$ cat src/rtl/alu_cmd_sequencer.sv
// -----------------------------------------------------------------------------
// alu_cmd_sequencer
//
// Command front-end for an external 8-bit combinational ALU. Commands arrive
// over a valid/ready handshake and are buffered in a small FIFO. Each command
// is popped into registered A/B/ALU_Sel outputs, given one cycle for the ALU
// to settle, and its result is captured into a flagged result register. That
// register is offered downstream over a valid/ready handshake. An 8-bit
// accumulator supplies one operand and can optionally take the result.
//
// Build option:
//   ALU_SEQ_DIV0_TRAP_EN - when defined, a divide (ALU_Sel 4'b0011) with B == 0
//                          yields res_data 8'hFF, suppresses the accumulator
//                          write and sets the sticky err_div0 flag. When
//                          undefined, ALU_Out is captured unchanged and
//                          err_div0 is tied low.
//
// Parameters:
//   FIFO_DEPTH - command FIFO entries (power of 2, >= 2)
//   ACC_INIT   - accumulator reset value
//
// Ports:
//   clk, rst_n               clock, asynchronous active-low reset
//   cmd_valid / cmd_ready    command handshake (cmd_ready = FIFO not full)
//   cmd_op, cmd_src,         opcode (ALU_Sel encoding), operand routing,
//   cmd_data, cmd_wb         immediate operand, accumulator write-back
//   A, B, ALU_Sel            registered operands/opcode to the ALU
//   ALU_Out, CarryOut        ALU result inputs
//   res_valid / res_ready    result handshake
//   res_data, res_carry,     captured result, carry flag (add only),
//   res_zero                 zero flag
//   acc                      accumulator value
//   err_div0                 sticky divide-by-zero error
// -----------------------------------------------------------------------------
module alu_cmd_sequencer #(
    parameter int         FIFO_DEPTH = 4,
    parameter logic [7:0] ACC_INIT   = 8'h00
) (
    input  logic       clk,
    input  logic       rst_n,
    input  logic       cmd_valid,
    output logic       cmd_ready,
    input  logic [3:0] cmd_op,
    input  logic       cmd_src,
    input  logic [7:0] cmd_data,
    input  logic       cmd_wb,
    output logic [7:0] A,
    output logic [7:0] B,
    output logic [3:0] ALU_Sel,
    input  logic [7:0] ALU_Out,
    input  logic       CarryOut,
    output logic       res_valid,
    input  logic       res_ready,
    output logic [7:0] res_data,
    output logic       res_carry,
    output logic       res_zero,
    output logic [7:0] acc,
    output logic       err_div0
);

    localparam int PTR_W = $clog2(FIFO_DEPTH);
    localparam int CNT_W = PTR_W + 1;
    localparam logic [PTR_W-1:0] PTR_ONE  = PTR_W'(1);
    localparam logic [CNT_W-1:0] CNT_ONE  = CNT_W'(1);
    localparam logic [CNT_W-1:0] CNT_FULL = CNT_W'(FIFO_DEPTH);

    typedef enum logic [1:0] {
        ST_IDLE  = 2'b00,
        ST_ISSUE = 2'b01,
        ST_HOLD  = 2'b10
    } state_t;

    typedef struct packed {
        logic [3:0] op;
        logic       src;
        logic [7:0] data;
        logic       wb;
    } cmd_t;

    localparam cmd_t CMD_ZERO = '{op: 4'h0, src: 1'b0, data: 8'h00, wb: 1'b0};

    state_t           state_r;
    state_t           next_state_s;
    cmd_t             fifo_mem_r [FIFO_DEPTH];
    logic [PTR_W-1:0] wr_ptr_r;
    logic [PTR_W-1:0] rd_ptr_r;
    logic [CNT_W-1:0] count_r;
    logic             full_s;
    logic             empty_s;
    logic             push_s;
    logic             pop_s;
    logic             capture_s;
    logic             release_s;
    cmd_t             cmd_in_s;
    cmd_t             head_s;

    logic [7:0]       a_r;
    logic [7:0]       b_r;
    logic [3:0]       alu_sel_r;
    logic             wb_r;
    logic [7:0]       acc_r;
    logic [7:0]       res_data_r;
    logic             res_carry_r;
    logic             res_zero_r;
    logic             res_valid_r;

    logic [7:0]       cap_data_s;
    logic             cap_carry_s;
    logic             cap_zero_s;
    logic             acc_we_s;

    // Full/empty come straight from the registered count, so cmd_ready has
    // no combinational dependence on res_ready.
    assign full_s    = (count_r == CNT_FULL);
    assign empty_s   = (count_r == {CNT_W{1'b0}});
    assign cmd_ready = !full_s;
    // A push while full is dropped even if a pop frees a slot this cycle.
    assign push_s    = cmd_valid && !full_s;
    assign cmd_in_s  = '{op: cmd_op, src: cmd_src, data: cmd_data, wb: cmd_wb};
    assign head_s    = fifo_mem_r[rd_ptr_r];

    assign A         = a_r;
    assign B         = b_r;
    assign ALU_Sel   = alu_sel_r;
    assign acc       = acc_r;
    assign res_data  = res_data_r;
    assign res_carry = res_carry_r;
    assign res_zero  = res_zero_r;
    assign res_valid = res_valid_r;

    // Command FIFO storage, pointers and occupancy count.
    always_ff @(posedge clk or negedge rst_n) begin
        if (!rst_n) begin
            for (int i = 0; i < FIFO_DEPTH; i++) begin
                fifo_mem_r[i] <= CMD_ZERO;
            end
            wr_ptr_r <= {PTR_W{1'b0}};
            rd_ptr_r <= {PTR_W{1'b0}};
            count_r  <= {CNT_W{1'b0}};
        end else begin
            if (push_s) begin
                fifo_mem_r[wr_ptr_r] <= cmd_in_s;
                wr_ptr_r             <= wr_ptr_r + PTR_ONE;
            end
            if (pop_s) begin
                rd_ptr_r <= rd_ptr_r + PTR_ONE;
            end
            case ({push_s, pop_s})
                2'b10:   count_r <= count_r + CNT_ONE;
                2'b01:   count_r <= count_r - CNT_ONE;
                default: count_r <= count_r;
            endcase
        end
    end

    // FSM state register.
    always_ff @(posedge clk or negedge rst_n) begin
        if (!rst_n) begin
            state_r <= ST_IDLE;
        end else begin
            state_r <= next_state_s;
        end
    end

    // FSM next-state and control strobes. HOLD chains straight into ISSUE
    // when another command is waiting, giving one result per two cycles.
    always_comb begin
        next_state_s = state_r;
        pop_s        = 1'b0;
        capture_s    = 1'b0;
        release_s    = 1'b0;
        case (state_r)
            ST_IDLE: begin
                if (!empty_s) begin
                    pop_s        = 1'b1;
                    next_state_s = ST_ISSUE;
                end else begin
                    next_state_s = ST_IDLE;
                end
            end
            ST_ISSUE: begin
                capture_s    = 1'b1;
                next_state_s = ST_HOLD;
            end
            ST_HOLD: begin
                if (res_ready) begin
                    release_s = 1'b1;
                    if (!empty_s) begin
                        pop_s        = 1'b1;
                        next_state_s = ST_ISSUE;
                    end else begin
                        next_state_s = ST_IDLE;
                    end
                end else begin
                    next_state_s = ST_HOLD;
                end
            end
            default: begin
                next_state_s = ST_IDLE;
            end
        endcase
    end

    // Operand/opcode registers: loaded only on a pop, held otherwise.
    always_ff @(posedge clk or negedge rst_n) begin
        if (!rst_n) begin
            a_r       <= 8'h00;
            b_r       <= 8'h00;
            alu_sel_r <= 4'h0;
            wb_r      <= 1'b0;
        end else if (pop_s) begin
            a_r       <= head_s.src ? head_s.data : acc_r;
            b_r       <= head_s.src ? acc_r : head_s.data;
            alu_sel_r <= head_s.op;
            wb_r      <= head_s.wb;
        end
    end

`ifdef ALU_SEQ_DIV0_TRAP_EN
    logic div0_hit_s;
    logic err_div0_r;

    // Capture values with the divide-by-zero trap overriding the ALU result.
    always_comb begin
        cap_data_s  = ALU_Out;
        cap_carry_s = (alu_sel_r == 4'b0000) ? CarryOut : 1'b0;
        cap_zero_s  = (ALU_Out == 8'h00);
        acc_we_s    = wb_r;
        div0_hit_s  = 1'b0;
        if ((alu_sel_r == 4'b0011) && (b_r == 8'h00)) begin
            div0_hit_s  = 1'b1;
            cap_data_s  = 8'hFF;
            cap_carry_s = 1'b0;
            cap_zero_s  = 1'b0;
            acc_we_s    = 1'b0;
        end else begin
            div0_hit_s  = 1'b0;
        end
    end

    // Sticky divide-by-zero flag, cleared only by reset.
    always_ff @(posedge clk or negedge rst_n) begin
        if (!rst_n) begin
            err_div0_r <= 1'b0;
        end else if (capture_s && div0_hit_s) begin
            err_div0_r <= 1'b1;
        end
    end

    assign err_div0 = err_div0_r;
`else
    // Capture values taken directly from the ALU.
    always_comb begin
        cap_data_s  = ALU_Out;
        cap_carry_s = (alu_sel_r == 4'b0000) ? CarryOut : 1'b0;
        cap_zero_s  = (ALU_Out == 8'h00);
        acc_we_s    = wb_r;
    end

    assign err_div0 = 1'b0;
`endif

    // Result register, flags and handshake valid.
    always_ff @(posedge clk or negedge rst_n) begin
        if (!rst_n) begin
            res_data_r  <= 8'h00;
            res_carry_r <= 1'b0;
            res_zero_r  <= 1'b0;
            res_valid_r <= 1'b0;
        end else if (capture_s) begin
            res_data_r  <= cap_data_s;
            res_carry_r <= cap_carry_s;
            res_zero_r  <= cap_zero_s;
            res_valid_r <= 1'b1;
        end else if (release_s) begin
            res_valid_r <= 1'b0;
        end
    end

    // Accumulator: written at the ISSUE edge, so the next pop sees it.
    always_ff @(posedge clk or negedge rst_n) begin
        if (!rst_n) begin
            acc_r <= ACC_INIT;
        end else if (capture_s && acc_we_s) begin
            acc_r <= cap_data_s;
        end
    end

endmodule

$ cat config.mk
export PLATFORM = sky130hd
export DESIGN_NAME = alu_cmd_sequencer
export DESIGN_NICKNAME = d
export VERILOG_FILES = /design/src/rtl/alu_cmd_sequencer.sv
export SDC_FILE = /design/constraint.sdc
export NUM_CORES = 1
export LEC_CHECK = 0
export BUFFER_PORTS_ARGS = -buffer_cell sky130_fd_sc_hd__buf_2
export CAP_MARGIN = 10
export CORE_ASPECT_RATIO = 0.75
export CORE_MARGIN = 2
export CORE_UTILIZATION = 35
export DETAILED_ROUTE_END_ITERATION = 8
export GPL_TIMING_DRIVEN = 0
export MAX_ROUTING_LAYER = met4
export PLACE_DENSITY = 0.5
export SLEW_MARGIN = 20
export SYNTH_ARGS = -nofsm -noshare
export SYNTH_HDL_FRONTEND = slang
export SYNTH_SLANG_ARGS = --single-unit
$ cat constraint.sdc
create_clock -name clk -period 2.9 [get_ports clk]
set_input_delay 0.58 -clock clk [delete_from_list [all_inputs] [get_ports clk]]
set_output_delay 0.58 -clock clk [all_outputs]
set_load 0.01 [all_outputs]
# Word-level counts from Yosys, hierarchy flattened
# Index checks and enable logic that the tools add are counted.
[op_classes]
add_sub_neg = 4
n_lt_le_gt_ge = 3
n_eq_ne = 5
mux = 21
bitwise = 2
n_reduce_logical = 10
[ops]
columns = ["cell", "n"]
rows = [
  ["$bwmux 56", 1],
  ["$mux 14", 3],
  ["$bmux 14 s2", 1],
  ["$demux 14 s2", 1],
  ["$mux 8", 2],
  ["$mux 1", 9],
  ["$logic_not 8->1", 1],
  ["$ge 3x3->1 const B", 2],
  ["$not 2->3", 2],
  ["$pmux 2 s3", 1],
  ["$pmux 3 s2", 1],
  ["$add 2x1->2 const B", 2],
  ["$eq 2x1->1 const B", 2],
  ["$eq 2x2->1 const B", 2],
  ["$logic_not 4->1", 1],
  ["$reduce_bool 2->1", 2],
  ["$add 3x1->3 const B", 1],
  ["$eq 3x3->1 const B", 1],
  ["$logic_and 1x1->1", 3],
  ["$logic_not 3->1", 1],
  ["$lt 3x1->1 const B", 1],
  ["$sub 3x1->3 const B", 1],
  ["$logic_not 2->1", 1],
  ["$mux 2", 1],
  ["2 further kinds", 2],
]
[word_totals]
regBits = 105
input_bits = 27
output_inout_bits = 41
word_cells = 74

# Logic depth before layout (Yosys ltp)
[depth]
ltp_word = 6
mapped_depth = 9
depth_no_buf = 8

# Worst setup path after synthesis
# No wires, ideal clock.
[synth_timing]
path_kind = "in2reg"
start = "input res_ready"
end = "register count_r[2]"
setup_time_ps = 79
arrival_ps = 2285
t_required_ps = 2821
setup_slack_ps = 536
path_stages = 9
n_path_buf = 1
cell_sequence = "nor2b_1 -> nor3_1 -> buf_2 -> ha_1 -> inv_1 -> fa_1 -> xor2_1 -> nor2_1 -> xor2_1"
[synth_between]
elab_chain_len = 4
word_cells_on_any_way = 6
cone_classes = "eq/ne: 2; mux: 3; reduce/logical: 1"
[synth_rtl]
columns = ["element", "line_no", "text"]
rows = [
  ["start: declaration", "53", "input logic res_ready,"],
  ["$mux 1 (*)", "186", "if (res_ready) begin"],
  ["$pmux 1 s2 (*)", "172", "case (state_r)"],
  ["via pop_s", "91", "logic pop_s;"],
  ["$eq 2x1->1 or $eq 2x2->1 (tied branches)", "148", "case ({push_s, pop_s})"],
  ["$pmux 3 s2 or $reduce_bool 2->1 (tied branches)", "--", ""],
  ["end signal: assignment", "149", "2'b10: count_r <= count_r + CNT_ONE;"],
  ["end signal: assignment", "150", "2'b01: count_r <= count_r - CNT_ONE;"],
  ["end signal: assignment", "151", "default: count_r <= count_r;"],
  ["end: declaration", "87", "logic [CNT_W-1:0] count_r;"],
]
# Mark *: on every way through the listed nets, which the timed path passes. The rest lies on a longest branch.
# A chain may end at the register's enable or synchronous reset.

# Final worst setup path
[layout_timing]
start = "register state_r[0]"
end = "register count_r[2]"
[layout_between]
elab_chain_len = 4
word_cells_on_any_way = 7
cone_classes = "eq/ne: 3; mux: 2; reduce/logical: 2"
[layout_rtl]
columns = ["element", "line_no", "text"]
rows = [
  ["start: declaration", "82", "state_t state_r;"],
  ["start signal: assignment", "161", "state_r <= next_state_s;"],
  ["$eq 2x2->1 or $logic_not 2->1 (tied branches)", "172", ""],
  ["$pmux 1 s2 (*)", "172", ""],
  ["via pop_s", "91", ""],
  ["$eq 2x1->1 or $eq 2x2->1 (tied branches)", "148", ""],
  ["$pmux 3 s2 or $reduce_bool 2->1 (tied branches)", "--", ""],
]
# Marks and branches as above.

==> reports/qor.csv <==
metric,value,unit
core_area,13000,µm²
period_share,86.8,%
cp_max_fo,10,
p_per_area,1310,nW/µm²
cts.sinks,105,
cts-hold-fix-buffers,0,
dr.pass1.iters,4,
synth.most_common_cell,dfrtp_1,
synth_seq_cells,105,
critPathTopFamily,buffers and inverters,
grt_start_max_net_pins,74,
fin_crit,2.52,ns
synth_edf_count,0,
crit_chain,clkbuf_1 -> nor3_2 -> buf_2 -> ha_1 -> inv_1 -> fa_1 -> xor2_1 -> nor2_1 -> xor2_1,
peakVddDrop,435,µV
avgSynthCellArea,15.9,µm²
clock_latency,0.35,ns
setup_viol,0,
whs,0.119,ns
initial_core_util,35.9,%
multi_input_area,1910,µm²
place.gp.congestion,0.720,
dp_hpwl,6.85,mm
synth_top_area_cell,dfrtp_1,
syn2layout_area_growth,19.2,%
die-area,14300,µm²
std_cell_rows,36,
fillers,1206,
die_w,137,µm
cts.reportedPaths.clkPinSlew,0.07,ns
worstPathRequired,3.17,ns
cpMaxStageDelayCell,nor3_2,
diodes,0,
clock_path_buffers,2,
cp_num_buf_inv,3,
cp_common_cell,xor2_1,
grt-ovfl-total,0,
drt-total-wl,9.71,mm
final_layout_size_suffix_gt1_share,55.7,%
skew,0.00653,ns
p_leak,2.49,nW
max_slew_margin,48.0,%
io_pins,68,
seq_area,2630,µm²
cts_tree,built,
via_count,2629,
remaining_drc_errors,0,
grt_pass1_wl,15.3,mm
fin_ws,0.383,ns
pre_cts_ws,-0.00865,ns
synth_area,4660,µm²
antenna_found_initial,0,
grt_pass1_vias,2678,
ant_nets,0,
port-buffer-count,66,
place_area,5240,µm²
status,"complete, no violations",
cts_max_level,3,
yosysSeqAreaShare,56.4,%
crit_path_end_kind,flop,
via_per_inst,4.82,
postSynthCellCount,293,
drv_cap,0,
max_stage_delay,0.40,ns
fin_setup_tns,0,ns
design_area,5550,µm²
synthFlopType,dfrtp_1,
tightest_slew,0.780,ns
cts-root-buf,clkbuf_16,
grtUsageTotal,14.9,%
dr.first_iter.drc_count,84,
fmax,0.397,GHz
cp-start-kind,flop,
synth_cell_types,29,
ys_top_cells_by_area,"dfrtp_1 (56%), mux2_2 (23%), mux4_2 (4.4%)",
critical_path_class,flop to flop,
async_flop_share,100,%
avgRoutedWirePerCell,17.8,µm
die_h,104,µm
fin_nets,404,
cp.arrival,2.79,ns
synthTopCellsByCount,"dfrtp_1 (105), mux2_2 (96), mux2_4 (10)",
yosys_warnings,0,
yosysTopAreaCellShare,56.4,%
cts_made_buffers,9,
rsz0062_at_grt,no,
syn_nets,326,
worstHoldPathType,input pin to async pin,
drv_slew,0,
hold_viol,0,
routing by layer:
| layer | track usage (%) | wire length, µm | vias up |
|---|---|---|---|
| met5 | - | 0 | - |
| met4 | 3.98 | 110 | 0 |
| met3 | 4.82 | 598 | 11 |
| met2 | 20.8 | 4140 | 65 |
| met1 | 20.9 | 4870 | 1335 |
| li1 | - | - | 1218 |
worst reg2reg max path, stage by stage, from the launching register on:
cell and delay [ns]:
dfrtp_1 0.36, clkbuf_1 0.18, nor3_2 0.40, buf_2 0.40
ha_1 0.25, inv_1 0.06, fa_1 0.37, xor2_1 0.17
nor2_1 0.11, xor2_1 0.15
final timing paths:
kind                                  from              to  slack [ns]  depth (start not counted)
worst max register to register  state_r[0]      count_r[2]        0.38                          9
min in group clk                  res_zero        res_zero        0.48                          2
worst min register to register    res_zero        res_zero        0.48                          2
worst min-delay path                 rst_n            A[1]        0.12                          1
worst max-delay path            state_r[0]      count_r[2]        0.38                          9
max in group asynchronous            rst_n  fifo_mem_r[38]        2.12                          2
repair_timing:
action                     in CTS  in global routing
setup endpoints to repair       0                  1
setup buffers                   0                  0
gates resized for setup         0                  1
layout make-up:
cell class	count	share of cell area, %
Clock buffer	10	4.13
Inverter	6	0.406
Multi-Input combinational cell	167	34.4
Sequential cell	105	47.3
Tap cell	171	3.85
Clock inverter	5	1.47
Timing Repair Buffer	67	6.56
Buffer	15	1.80
state kept, by name (all words and copies together) (netlist names):
signal and flops:
A 8, ALU_Sel 4, B 8, acc 8, acc_we_s 1, count_r 3
fifo_mem_r 56, rd_ptr_r 2, res_carry 1, res_data 8, res_valid 1, res_zero 1
state_r 2, wr_ptr_r 2
power by group:
part           internal, W  switching, W  total, W  leakage (nW)
Combinational      0.00194       0.00136   0.00330          1.09
Sequential         0.00224      0.000429   0.00267          1.25
Clock             0.000752      0.000535   0.00129         0.149
logic make-up (layout without fill, tap and decap cells):
| kind of cell | after synthesis | after routing | synth area share (%) |
|---|---|---|---|
| AOI/OAI and AO/OA | 6 | 6 | 0.645 |
| xor gates and xnor gates | 6 | 6 | 1.13 |
| adders and majority gates | 6 | 6 | 1.77 |
| buffers and inverters | 21 | 103 | 2.63 |
| DFF | 105 | 105 | 56.4 |
| muxes | 124 | 124 | 34.6 |
| other | 1 | 1 | 0.0805 |
| and+or+nand+nor | 24 | 24 | 2.74 |
stage by stage:
step	instances	util, %	total power [W]
after floorplan	293	-	0.00509
after global placement	530	40.1	0.00596
after detailed placement	531	40.4	0.00605
after CTS	546	42.7	0.00736
after global routing	546	42.8	0.00776
final	546	42.8	0.00726
cell usage in the layout (no fill, tap or decap), drive strengths merged, types with 2 or more instances in the layout:
cell type | Yosys | final
a21oi | 2 | 2
buf | 11 | 78
bufinv | 0 | 2
clkbuf | 4 | 14
clkinv | 0 | 2
dfrtp | 105 | 105
ha | 5 | 5
inv | 6 | 6
mux2 | 110 | 110
mux4 | 14 | 14
nand2 | 7 | 7
nand2b | 2 | 2
nand3 | 4 | 4
nor3 | 3 | 3
nor4 | 3 | 3
o21ai | 4 | 4
xnor2 | 2 | 2
xor2 | 4 | 4
(Power assumes the default switching activity.)
